$ cat src/rtl/multicycle_ctrl_pkg.sv
// Shared encodings for the multicycle RV32I-subset control unit: ALU ops, opcodes,
// FSM states, immediate selects and the decoded-control bundle.
package multicycle_ctrl_pkg;

    localparam logic [3:0] ALUOP_AND = 4'b0000;
    localparam logic [3:0] ALUOP_OR  = 4'b0001;
    localparam logic [3:0] ALUOP_ADD = 4'b0010;
    localparam logic [3:0] ALUOP_SUB = 4'b0110;
    localparam logic [3:0] ALUOP_SLT = 4'b0111;
    localparam logic [3:0] ALUOP_SRL = 4'b1000;
    localparam logic [3:0] ALUOP_SLL = 4'b1001;
    localparam logic [3:0] ALUOP_SRA = 4'b1010;
    localparam logic [3:0] ALUOP_XOR = 4'b1101;

    localparam logic [6:0] OPC_R   = 7'b0110011;
    localparam logic [6:0] OPC_I   = 7'b0010011;
    localparam logic [6:0] OPC_LW  = 7'b0000011;
    localparam logic [6:0] OPC_SW  = 7'b0100011;
    localparam logic [6:0] OPC_BEQ = 7'b1100011;

    localparam logic [6:0] F7_BASE = 7'h00;
    localparam logic [6:0] F7_ALT  = 7'h20;

    localparam logic [1:0] IMM_I = 2'b00;
    localparam logic [1:0] IMM_S = 2'b01;
    localparam logic [1:0] IMM_B = 2'b10;

    typedef enum logic [2:0] {
        ST_IF  = 3'd0,
        ST_ID  = 3'd1,
        ST_EX  = 3'd2,
        ST_MEM = 3'd3,
        ST_WB  = 3'd4
    } state_e;

    typedef struct packed {
        logic [3:0] alu_op;
        logic       alu_src;
        logic [1:0] imm_sel;
        logic       is_r;
        logic       is_i;
        logic       is_lw;
        logic       is_sw;
        logic       is_beq;
        logic       illegal;
    } dec_t;

    // Returns {legal, alu_op} for the shared R/I funct3 map; immediates carry no f7 except on shifts.
    function automatic logic [4:0] arith_decode(input logic [2:0] f3, input logic [6:0] f7,
                                                input logic is_reg);
        logic       f7_ok;
        logic [4:0] res;
        f7_ok = (f7 == F7_BASE) || !is_reg;
        case (f3)
            3'b000: begin
                if (is_reg && (f7 == F7_ALT)) res = {1'b1, ALUOP_SUB};
                else                          res = {f7_ok, ALUOP_ADD};
            end
            3'b111: res = {f7_ok, ALUOP_AND};
            3'b110: res = {f7_ok, ALUOP_OR};
            3'b100: res = {f7_ok, ALUOP_XOR};
            3'b010: res = {f7_ok, ALUOP_SLT};
            3'b001: res = {(f7 == F7_BASE), ALUOP_SLL};
            3'b101: begin
                if (f7 == F7_ALT) res = {1'b1, ALUOP_SRA};
                else              res = {(f7 == F7_BASE), ALUOP_SRL};
            end
            default: res = {1'b0, ALUOP_ADD};
        endcase
        return res;
    endfunction

endpackage

$ cat src/rtl/multicycle_ctrl_if.sv
// Control-unit <-> datapath/memory bundle. The control unit is the master side.
interface multicycle_ctrl_if;
    logic [31:0] instr;
    logic        zero;
    logic        mem_ready;
    logic [31:0] ir;
    logic [3:0]  alu_op;
    logic        alu_src;
    logic [1:0]  imm_sel;
    logic        pc_write;
    logic        pc_src;
    logic        mem_read;
    logic        mem_write;
    logic        mem_to_reg;
    logic        reg_write;
    logic        illegal_instr;
    logic [2:0]  fsm_state;

    modport master (
        input  instr, zero, mem_ready,
        output ir, alu_op, alu_src, imm_sel, pc_write, pc_src, mem_read, mem_write,
               mem_to_reg, reg_write, illegal_instr, fsm_state
    );

    modport slave (
        output instr, zero, mem_ready,
        input  ir, alu_op, alu_src, imm_sel, pc_write, pc_src, mem_read, mem_write,
               mem_to_reg, reg_write, illegal_instr, fsm_state
    );
endinterface

$ cat src/rtl/multicycle_ctrl_decode.sv
// Combinational instruction decode: opcode/funct fields -> ALU controls, type flags, illegal.
module ctrl_decode
    import multicycle_ctrl_pkg::*;
(
    input  logic [6:0] opcode_i,
    input  logic [2:0] funct3_i,
    input  logic [6:0] funct7_i,
    output dec_t       dec_o
);

    logic [4:0] arith_s;

    // Unsupported encodings fall through as an ADD/immediate NOP with no type flag set.
    always_comb begin
        dec_o         = '0;
        dec_o.alu_op  = ALUOP_ADD;
        dec_o.alu_src = 1'b1;
        dec_o.imm_sel = IMM_I;
        dec_o.illegal = 1'b1;
        arith_s       = arith_decode(funct3_i, funct7_i, (opcode_i == OPC_R));
        case (opcode_i)
            OPC_R: begin
                if (arith_s[4]) begin
                    dec_o.alu_op  = arith_s[3:0];
                    dec_o.alu_src = 1'b0;
                    dec_o.is_r    = 1'b1;
                    dec_o.illegal = 1'b0;
                end else begin
                    dec_o.illegal = 1'b1;
                end
            end
            OPC_I: begin
                if (arith_s[4]) begin
                    dec_o.alu_op  = arith_s[3:0];
                    dec_o.is_i    = 1'b1;
                    dec_o.illegal = 1'b0;
                end else begin
                    dec_o.illegal = 1'b1;
                end
            end
            OPC_LW: begin
                if (funct3_i == 3'b010) begin
                    dec_o.is_lw   = 1'b1;
                    dec_o.illegal = 1'b0;
                end else begin
                    dec_o.illegal = 1'b1;
                end
            end
            OPC_SW: begin
                if (funct3_i == 3'b010) begin
                    dec_o.imm_sel = IMM_S;
                    dec_o.is_sw   = 1'b1;
                    dec_o.illegal = 1'b0;
                end else begin
                    dec_o.illegal = 1'b1;
                end
            end
            OPC_BEQ: begin
                if (funct3_i == 3'b000) begin
                    dec_o.alu_op  = ALUOP_SUB;
                    dec_o.alu_src = 1'b0;
                    dec_o.imm_sel = IMM_B;
                    dec_o.is_beq  = 1'b1;
                    dec_o.illegal = 1'b0;
                end else begin
                    dec_o.illegal = 1'b1;
                end
            end
            default: dec_o.illegal = 1'b1;
        endcase
    end

endmodule

$ cat src/rtl/multicycle_ctrl.sv
// Multicycle control unit: latches the instruction in IF and sequences IF->ID->EX->MEM->WB,
// producing Moore strobes for PC, data memory and register file.
module multicycle_ctrl
    import multicycle_ctrl_pkg::*;
#(
    parameter logic [31:0] RESET_IR    = 32'h00000013,
    parameter bit          MEM_WAIT_EN = 1'b1
) (
    input  logic               clk,
    input  logic               rst,
    multicycle_ctrl_if.master  bus
);

    state_e      state_q, state_d;
    logic [31:0] ir_q, ir_d;
    logic        branch_taken_q, branch_taken_d;
    dec_t        dec_s;
    logic        mem_op_s;

    ctrl_decode u_decode (
        .opcode_i (ir_q[6:0]),
        .funct3_i (ir_q[14:12]),
        .funct7_i (ir_q[31:25]),
        .dec_o    (dec_s)
    );

    assign mem_op_s = dec_s.is_lw | dec_s.is_sw;

    // State, instruction and branch-decision registers with synchronous active-low reset.
    always_ff @(posedge clk) begin
        if (!rst) begin
            state_q        <= ST_IF;
            ir_q           <= RESET_IR;
            branch_taken_q <= 1'b0;
        end else begin
            state_q        <= state_d;
            ir_q           <= ir_d;
            branch_taken_q <= branch_taken_d;
        end
    end

    // Next-state logic; zero is only meaningful in EX and instr only in IF.
    always_comb begin
        state_d        = state_q;
        ir_d           = ir_q;
        branch_taken_d = branch_taken_q;
        case (state_q)
            ST_IF: begin
                ir_d    = bus.instr;
                state_d = ST_ID;
            end
            ST_ID: state_d = ST_EX;
            ST_EX: begin
                branch_taken_d = dec_s.is_beq & bus.zero;
                state_d        = ST_MEM;
            end
            ST_MEM: begin
                if (!mem_op_s || !MEM_WAIT_EN || bus.mem_ready) state_d = ST_WB;
                else                                             state_d = ST_MEM;
            end
            ST_WB:   state_d = ST_IF;
            default: state_d = ST_IF;
        endcase
    end

    // Moore strobes and decode fan-out to the datapath.
    always_comb begin
        bus.mem_read      = (state_q == ST_MEM) & dec_s.is_lw;
        bus.mem_write     = (state_q == ST_MEM) & dec_s.is_sw;
        bus.reg_write     = (state_q == ST_WB) & (dec_s.is_r | dec_s.is_i | dec_s.is_lw)
                            & ~dec_s.illegal;
        bus.pc_write      = (state_q == ST_WB);
        bus.pc_src        = (state_q == ST_WB) & branch_taken_q;
        bus.ir            = ir_q;
        bus.alu_op        = dec_s.alu_op;
        bus.alu_src       = dec_s.alu_src;
        bus.imm_sel       = dec_s.imm_sel;
        bus.mem_to_reg    = dec_s.is_lw;
        bus.illegal_instr = dec_s.illegal;
        bus.fsm_state     = state_q;
    end

endmodule

$ cat src/flat_wrapper.sv
// flat-port wrapper written by rule: the top's interface ports become plain ports
module multicycle_ctrl_flat import multicycle_ctrl_pkg::*;
#(
    parameter logic [31:0] RESET_IR    = 32'h00000013,
    parameter bit          MEM_WAIT_EN = 1'b1
)
  (clk, rst, bus_instr, bus_zero, bus_mem_ready, bus_ir, bus_alu_op, bus_alu_src, bus_imm_sel, bus_pc_write, bus_pc_src, bus_mem_read, bus_mem_write, bus_mem_to_reg, bus_reg_write, bus_illegal_instr, bus_fsm_state);
  multicycle_ctrl_if bus_i ();
  input  logic clk;
  input  logic rst;
  input wire logic [$bits(bus_i.instr)-1:0] bus_instr;
  input wire logic [$bits(bus_i.zero)-1:0] bus_zero;
  input wire logic [$bits(bus_i.mem_ready)-1:0] bus_mem_ready;
  output wire logic [$bits(bus_i.ir)-1:0] bus_ir;
  output wire logic [$bits(bus_i.alu_op)-1:0] bus_alu_op;
  output wire logic [$bits(bus_i.alu_src)-1:0] bus_alu_src;
  output wire logic [$bits(bus_i.imm_sel)-1:0] bus_imm_sel;
  output wire logic [$bits(bus_i.pc_write)-1:0] bus_pc_write;
  output wire logic [$bits(bus_i.pc_src)-1:0] bus_pc_src;
  output wire logic [$bits(bus_i.mem_read)-1:0] bus_mem_read;
  output wire logic [$bits(bus_i.mem_write)-1:0] bus_mem_write;
  output wire logic [$bits(bus_i.mem_to_reg)-1:0] bus_mem_to_reg;
  output wire logic [$bits(bus_i.reg_write)-1:0] bus_reg_write;
  output wire logic [$bits(bus_i.illegal_instr)-1:0] bus_illegal_instr;
  output wire logic [$bits(bus_i.fsm_state)-1:0] bus_fsm_state;
  assign bus_i.instr = bus_instr;
  assign bus_i.zero = bus_zero;
  assign bus_i.mem_ready = bus_mem_ready;
  assign bus_ir = bus_i.ir;
  assign bus_alu_op = bus_i.alu_op;
  assign bus_alu_src = bus_i.alu_src;
  assign bus_imm_sel = bus_i.imm_sel;
  assign bus_pc_write = bus_i.pc_write;
  assign bus_pc_src = bus_i.pc_src;
  assign bus_mem_read = bus_i.mem_read;
  assign bus_mem_write = bus_i.mem_write;
  assign bus_mem_to_reg = bus_i.mem_to_reg;
  assign bus_reg_write = bus_i.reg_write;
  assign bus_illegal_instr = bus_i.illegal_instr;
  assign bus_fsm_state = bus_i.fsm_state;
  multicycle_ctrl #(.RESET_IR(RESET_IR), .MEM_WAIT_EN(MEM_WAIT_EN)) u_core (.clk(clk), .rst(rst), .bus(bus_i));
endmodule
$ cat config.mk
export PLATFORM = sky130hd
export DESIGN_NAME = multicycle_ctrl_flat
export DESIGN_NICKNAME = d
export VERILOG_FILES = /design/src/rtl/multicycle_ctrl_pkg.sv /design/src/rtl/multicycle_ctrl_if.sv /design/src/rtl/multicycle_ctrl_decode.sv /design/src/rtl/multicycle_ctrl.sv /design/src/flat_wrapper.sv
export SDC_FILE = /design/constraint.sdc
export NUM_CORES = 1
export LEC_CHECK = 0
export ABC_CLOCK_PERIOD_IN_PS = 2550
export BUFFER_PORTS_ARGS = -buffer_cell sky130_fd_sc_hd__buf_2
export CORE_ASPECT_RATIO = 0.75
export CORE_MARGIN = 2
export CORE_UTILIZATION = 44
export DETAILED_ROUTE_END_ITERATION = 7
export MAX_ROUTING_LAYER = met4
export PLACE_DENSITY = 0.82
export SKIP_LAST_GASP = 1
export SYNTH_ARGS = -nofsm -noshare
export SYNTH_HDL_FRONTEND = slang
export SYNTH_SLANG_ARGS = --single-unit
$ cat constraint.sdc
create_clock -name clk -period 2.55 [get_ports clk]
set_input_delay 0.1275 -clock clk [delete_from_list [all_inputs] [get_ports clk]]
set_output_delay 0.1275 -clock clk [all_outputs]
set_load 0.01 [all_outputs]
==> metrics.md, run 1 <==
| Metric | Value |
|---|---|
| Total CTS buffers | 5 |
| Die H | 56.3 um |
| Ys flop type | dfxtp_1 |
| R2r worst-path depth | 4 |
| Setup tns final | 0 ps |
| Via count | roughly 1,600 |
| Reg clk slew, reported paths | roughly 70 ps |
| Starting Density | 47.5% |
| Static leakage | 1.01 nW |
| Cell taking the most area after synthesis | dfxtp_1 |
| Root buffer cell | clkbuf_8 |
| CTS resizes | 0 |
| Syn Nets | 239 |
| Detail Route Antenna Nets | 0 |
| Minimum clock period | roughly 2200 ps |
| Worst hold path class | in -> reg |
| Max Cap Viol | 0 |
| Length of the first detailed-routing pass in iterations | 4 |
| CP bufs+invs | 1 |
| Fin util | 63.1% |
| Worst-path cell chain | or4_1 > o32ai_1 > o2111ai_1 > o31ai_1 > buf_2 |
| Syn Std Cell Area | 1610 um2 |
| Flops & latches, synth | 36 |
| Setup Slack @ Placement | approximately 580 ps |
| Starting DRT DRC Count | 62 |
| Floorplan core area | 3380 um2 |
| Max rail drop VDD | 357 uV |
| DIE AREA | ~4200 um2 |
| Area share of the largest cell type after synthesis | 44.9% |
| Fraction of layout cells with a size suffix above 1 | 34.4% |
| Synth Instances | 203 |
| Area Growth Syn to Fin | 32.7% |
| Critical path class | reg -> out |
| Fmax | between 400 and 500 MHz |
| Critical Path RT | 2420 ps |
| Critical path peak fanout | 3 |
| Clock Path Buffers | 2 |
| Final setup fails | 0 |
| Worst slew pin tran | roughly 1000 ps |
| Critical path's top delay family | compound AO/OA/AOI/OAI gates |
| Status | finished, final reports clean |
| Initial antenna violation count | 0 |
| PD cells | 650 nW/um2 |
| Worst setup margin | 300 ps |
| Drt via density | ~5.1 |
| Post-synth cell types | 32 |
| Routed WL per cell | about 12 um |
| Placed Instance Area | 2030 um2 |
| DR DRC count | 0 |
| Post-DP HPWL | 2880 um |
| Worst path depth | 5 |
| Syn avg cell area | 7.91 um2 |
| Hold_buf cts | 0 |
| Crit end category | primary output |
| Input/output buffers | 84 |
| Hold Fails Final Rpt | 0 |
| Routability cong. | 0.898 |
| Post-CTS Setup Bufs | 0 |
| Insertion delay to the later sink of the worst-skew pair | about 280 ps |
| Critical path arrival | 2120 ps |
| Placed insts | 315 |
| Peak per-stage delay on the critical path | around 560 ps |
| Design Area, Final | between 2000 and 2500 um2 |
| Finished Layout Cells | 322 |
| Slew headroom | 30.6% |
| Worst Clk Skew | 4.66 ps |
| EDFF count, synth | 0 |
| First-pass GRT wire length | 6270 um |
| Sequential area share after synthesis | about 45% |
| GRT Overall Usage | about a fifth |
| Final nets | 318 |
| Site Rows | 18 |
| Final period util | 88.2% |
| FFs w/ async S/R, synth | 0% |
| N_diodes | 0 |
| YS warnings | 0 |
| Ports | 85 |
| Slowest cell on crit path | or4_1 |
| Htree depth | 2 |
| Horiz. Die Dim | 73.7 um |
| Final Max Slew Viols | 0 |
| Hold path depth | 3 |
| Critical Path Start Type | flip-flop |
| RSZ-0062 raised after global routing | no |
| Number of global-route vias before repair | 1,426 |
| Final wirelength | 3890 um |
| GRT overflow | 0 |
| CTS sink cnt | 36 |
| Top post-synthesis cells by area | dfxtp_1, nand2_1, a21boi_0 |
| TritonCTS clock tree | done |
| Largest net degree at the start of global routing | 35 |
-- tightest hold or removal path: stages --
cell     delay (ps)
buf_2            70
nand2_1          40
nand3_1          60
-- synth_stat cells, drive strengths merged, types with 3 or more instances --
cell / n
nand2: 68
dfxtp: 36
a21boi: 31
clkbuf: 12
nor2: 11
a21oi: 5
nor3: 5
nand3: 3
-- flip-flops by register name (all words and copies together) (netlist names) --
name	flops
u_core.bus.fsm_state	3
u_core.bus.ir	32
u_core.branch_taken_q	1
-- cells by family (layout without fill, tap and decap cells) --
kind of cell,Yosys count,after routing,synth area share (%)
simple gates,105,105,29.5
compound gates,44,44,20.3
flops,36,36,44.9
buf+inv,16,95,4.29
xor+xnor,2,2,1.09
-- layout make-up --
class                   instances  area [um2]
clock buffers                   7        96.3
well taps                      40        50.0
multi-input cells             151         821
flip-flops and latches         36         721
repair buffers                 86         435
inverters                       2        7.51
fillers                       323        1250
-- through the flow --
step / total power, W / hold slack [ps]
after floorplan: 0.000851 / 252
after global placement: 0.000968 / 339
after detailed placement: 0.000976 / 341
after CTS: 0.00140 / 42.8
after global routing: 0.00147 / 58.0
final: 0.00138 / 45.6
-- placed cells by master (no fill, tap or decap), types with 3 or more instances in the layout --
cell type and count:
nand2_1 68, clkbuf_8 7, buf_2 84, a21boi_0 31, nor2_1 11, nand3_1 3, dfxtp_1 36, nor3_1 4
a21oi_1 5
-- where the power goes --
| part | switching, W | leakage [nW] | internal (W) |
|---|---|---|---|
| logic | 0.000172 | 0.659 | 0.000130 |
| registers | 0.0000462 | 0.297 | 0.000612 |
| clock network | 0.000184 | 0.0503 | 0.000240 |
| total | 0.000402 | 1.01 | 0.000982 |
-- worst paths after layout --
check,from,slack (ps),end
min,bus_instr[1],50,u_core.bus.ir[1]$_SDFFE_PN1P_
max reg2reg,u_core.bus.ir[13]$_SDFFE_PN0P_,550,u_core.bus.fsm_state[0]$_SDFF_PN0_
max,u_core.bus.ir[25]$_SDFFE_PN0P_,300,bus_alu_op[2]
min reg2reg,u_core.bus.ir[19]$_SDFFE_PN0P_,460,u_core.bus.ir[19]$_SDFFE_PN0P_
-- layer usage --
metal | GRT usage (%) | routed length [um] | vias up
li1 | - | - | 838
met1 | 24.9 | 1890 | 734
met2 | 30.2 | 1670 | 56
met3 | 6.28 | 282 | 5
met4 | 6.23 | 44 | 0
met5 | - | 0 | -
Power figures use the tool's default switching activity.
==> inputs of run 2 (changes only) <==
--- a/config.mk
+++ b/config.mk
@@ -5,14 +5,16 @@
 export SDC_FILE = /design/constraint.sdc
 export NUM_CORES = 1
 export LEC_CHECK = 0
-export ABC_CLOCK_PERIOD_IN_PS = 2550
+export ABC_CLOCK_PERIOD_IN_PS = 1850
 export BUFFER_PORTS_ARGS = -buffer_cell sky130_fd_sc_hd__buf_2
 export CORE_ASPECT_RATIO = 0.75
 export CORE_MARGIN = 2
-export CORE_UTILIZATION = 44
+export CORE_UTILIZATION = 40
+export CTS_CLUSTER_SIZE = 40
 export DETAILED_ROUTE_END_ITERATION = 7
+export GPL_TIMING_DRIVEN = 0
 export MAX_ROUTING_LAYER = met4
-export PLACE_DENSITY = 0.82
+export PLACE_DENSITY = 0.78
 export SKIP_LAST_GASP = 1
 export SYNTH_ARGS = -nofsm -noshare
 export SYNTH_HDL_FRONTEND = slang
==> constraint.sdc (replaced) <==
create_clock -name clk -period 1.85 [get_ports clk]
set_input_delay 0.0925 -clock clk [delete_from_list [all_inputs] [get_ports clk]]
set_output_delay 0.0925 -clock clk [all_outputs]
set_load 0.01 [all_outputs]
==> run 2 against run 1 <==
The run now ends with negative setup slack left. Sequential power rose by 37%. Wire length grew 13%. Clock-buffer cell count grew 1. Critical path type unchanged. Largest cell class unchanged. Largest power group unchanged. Highest routed layer unchanged.
==> metrics.md, run 2 (synthesis results as in run 1) <==
| Metric | Value |
|---|---|
| Status | finished, violations left (was finished, final reports clean) |
| Failing checks | negative setup slack |
| N_diodes | 0 (unchanged) |
| Ports | 85 (unchanged) |
| Fraction of layout cells with a size suffix above 1 | 41.6% (was 34.4%) |
| Insertion delay to the later sink of the worst-skew pair | 290 ps (was 280 ps) |
| Worst hold path class | in -> reg (unchanged) |
| CTS sink cnt | 36 (unchanged) |
| PD cells | 840 nW/um2 (was 650 nW/um2) |
| Worst Clk Skew | 2.20 ps (was 4.66 ps) |
| Area Growth Syn to Fin | 47.2% (was 32.7%) |
| Site Rows | 19 (was 18) |
| Post-DP HPWL | 3080 um (was 2880 um) |
| Max rail drop VDD | 600 uV (was 357 uV) |
| Internal power | 0.00137 W (was 0.000982 W) |
| Final wirelength | 4400 um (was 3890 um) |
| Setup Slack @ Placement | -181 ps (was 581 ps) |
| Minimum clock period | 2210 ps |
| Floorplan core area | 3760 um2 (was 3380 um2) |
| Initial antenna violation count | 0 (unchanged) |
| Largest net degree at the start of global routing | 11 (was 35) |
| GRT overflow | 0 (unchanged) |
| Hold slack | 7.66 ps (was 45.6 ps) |
| DIE AREA | 4540 um2 (was 4150 um2) |
| Drt via density | 4.95 (was 5.07) |
| Detail Route Antenna Nets | 0 (unchanged) |
| Critical Path RT | 1760 ps (was 2420 ps) |
| Critical path class | reg -> out (unchanged) |
| Number of global-route vias before repair | 1,496 (was 1,426) |
| Critical path arrival | 2120 ps (about the same) |
| Static leakage | 1.07 nW (was 1.01 nW) |
| Overall Power | 0.00198 W (was 0.00138 W) |
| Seq pwr share | 45.5% (was 47.5%) |
| Length of the first detailed-routing pass in iterations | 4 (unchanged) |
| Die H | 58.9 um (was 56.3 um) |
| Via count | 1,732 (was 1,633) |
| Starting DRT DRC Count | 75 (was 62) |
| Setup tns final | -1830 ps (was 0 ps) |
| Sequential Area | 733 um2 (was 721 um2) |
| RSZ-0062 raised after global routing | yes (was no) |
| Worst setup margin | -358 ps (was 300 ps) |
| Hold_buf cts | 0 (unchanged) |
| Sw Ratio | 30.9% (was 29.1%) |
| Final nets | 333 (was 318) |
| Crit end category | primary output (unchanged) |
| Commonest non-fill, non-tap cell in the layout | buf_2 (unchanged) |
| Area of the multi-input gates | 956 um2 (was 821 um2) |
| Clock Path Buffers | 2 (unchanged) |
| GRT Overall Usage | 19.7% (was 19.8%) |
| First-pass GRT wire length | 6810 um (was 6270 um) |
| Total CTS buffers | 5 (unchanged) |
| Fmax | 453 MHz |
| Reg clk slew, reported paths | 70 ps (about the same) |
| Filler cells | 380 (was 323) |
| Horiz. Die Dim | 77.2 um (was 73.7 um) |
| Input/output buffers | 84 (unchanged) |
| Starting Density | 42.7% (was 47.5%) |
| Slew headroom | 69.5% (was 30.6%) |
| Commonest cells after routing, fill and taps aside | buf_2, nand2_1, a21boi_0 (was buf_2, nand2_1, dfxtp_1) |
| Worst slew pin tran | 457 ps (was 1040 ps) |
| Max reg flops | 32 (unchanged) |
| Routed WL per cell | 12.6 um (was 12.1 um) |
| Combinational share of power | 26.0% (was 21.9%) |
| Hold Fails Final Rpt | 0 (unchanged) |
| Routability cong. | 0.824 (was 0.898) |
| TritonCTS clock tree | done (unchanged) |
| Htree depth | 2 (unchanged) |
| DR DRC count | 0 (unchanged) |
| Switching pwr | 0.000613 W (was 0.000402 W) |
| Critical path peak fanout | 3 (unchanged) |
| Critical Path Start Type | flip-flop (unchanged) |
| Clock power frac | 28.5% (was 30.6%) |
| Final period util | 119% |
| Final setup fails | 10 (was 0) |
| Max Cap Viol | 0 (unchanged) |
| Final Max Slew Viols | 0 (unchanged) |
| Root buffer cell | clkbuf_8 (unchanged) |
==> run 2: cell types whose count changed in the layout (fill, tap and decap cells not counted), sizes merged <==
cell / previous run / this run
buf: 86 / 89
clkbuf: 7 / 20
==> run 2: path summary, 6_finish.rpt <==
path	from	end	slack [ps]	cells after the start
max	u_core.bus.ir[26]$_SDFFE_PN0P_	bus_alu_op[2]	-360	5
min	bus_instr[1]	u_core.bus.ir[1]$_SDFFE_PN1P_	8	3
max reg2reg	u_core.bus.ir[12]$_SDFFE_PN0P_	u_core.bus.fsm_state[0]$_SDFF_PN0_	-20	5
min reg2reg	u_core.bus.ir[11]$_SDFFE_PN0P_	u_core.bus.ir[11]$_SDFFE_PN0P_	460	2
==> run 2: timing repair <==
action,in CTS,in global routing
endpoints found under the setup margin,12,18
pin swaps,11,6
gates resized for setup,20,19
buffers inserted,4,1
==> run 2: worst max-delay path, stage by stage (launching register included) <==
cell,delay (ps)
dfxtp_2,320
or4_4,560
o32ai_4,280
o2111ai_4,200
o31ai_4,310
buf_2,170
==> run 2: area by class of cell <==
type / instances / area share, %
flip-flops and latches: 36 / 31.0
inverters: 2 / 0.318
repair buffers: 89 / 19.5
well taps: 52 / 2.75
multi-input cells: 151 / 40.4
clock buffers: 8 / 3.81
plain buffers: 12 / 2.12
==> run 2: stage by stage <==
| stage | instances | util, % | cell area (um2) |
|---|---|---|---|
| finish | 350 | 62.9 | 2360 |
| global route | 350 | 62.9 | 2360 |
| CTS | 350 | 61.1 | 2290 |
| detailed placement | 339 | 55.7 | 2090 |
| global placement | 339 | 55.7 | 2090 |
| floorplan | 203 | - | 1610 |
==> run 2: metal layers <==
| metal | up-vias | track usage [%] | share of wire (%) |
|---|---|---|---|
| li1 | 871 | - | - |
| met1 | 777 | 25.6 | 46 |
| met2 | 72 | 28.9 | 44 |
| met3 | 12 | 4.75 | 7.6 |
| met4 | 0 | 9.69 | 2.1 |
| met5 | - | - | 0 |
==> run 2: power by group through the flow <==
stage	Sequential, W	Clock, W	Combinational, W
6_report	0.000903	0.000566	0.000516
5_1_grt	0.000912	0.000613	0.000572
4_1_cts	0.000899	0.000583	0.000488
3_5_place_dp	0.000910	0	0.000446
3_3_place_gp	0.000909	0	0.000439
2_1_floorplan	0.000938	0	0.000236
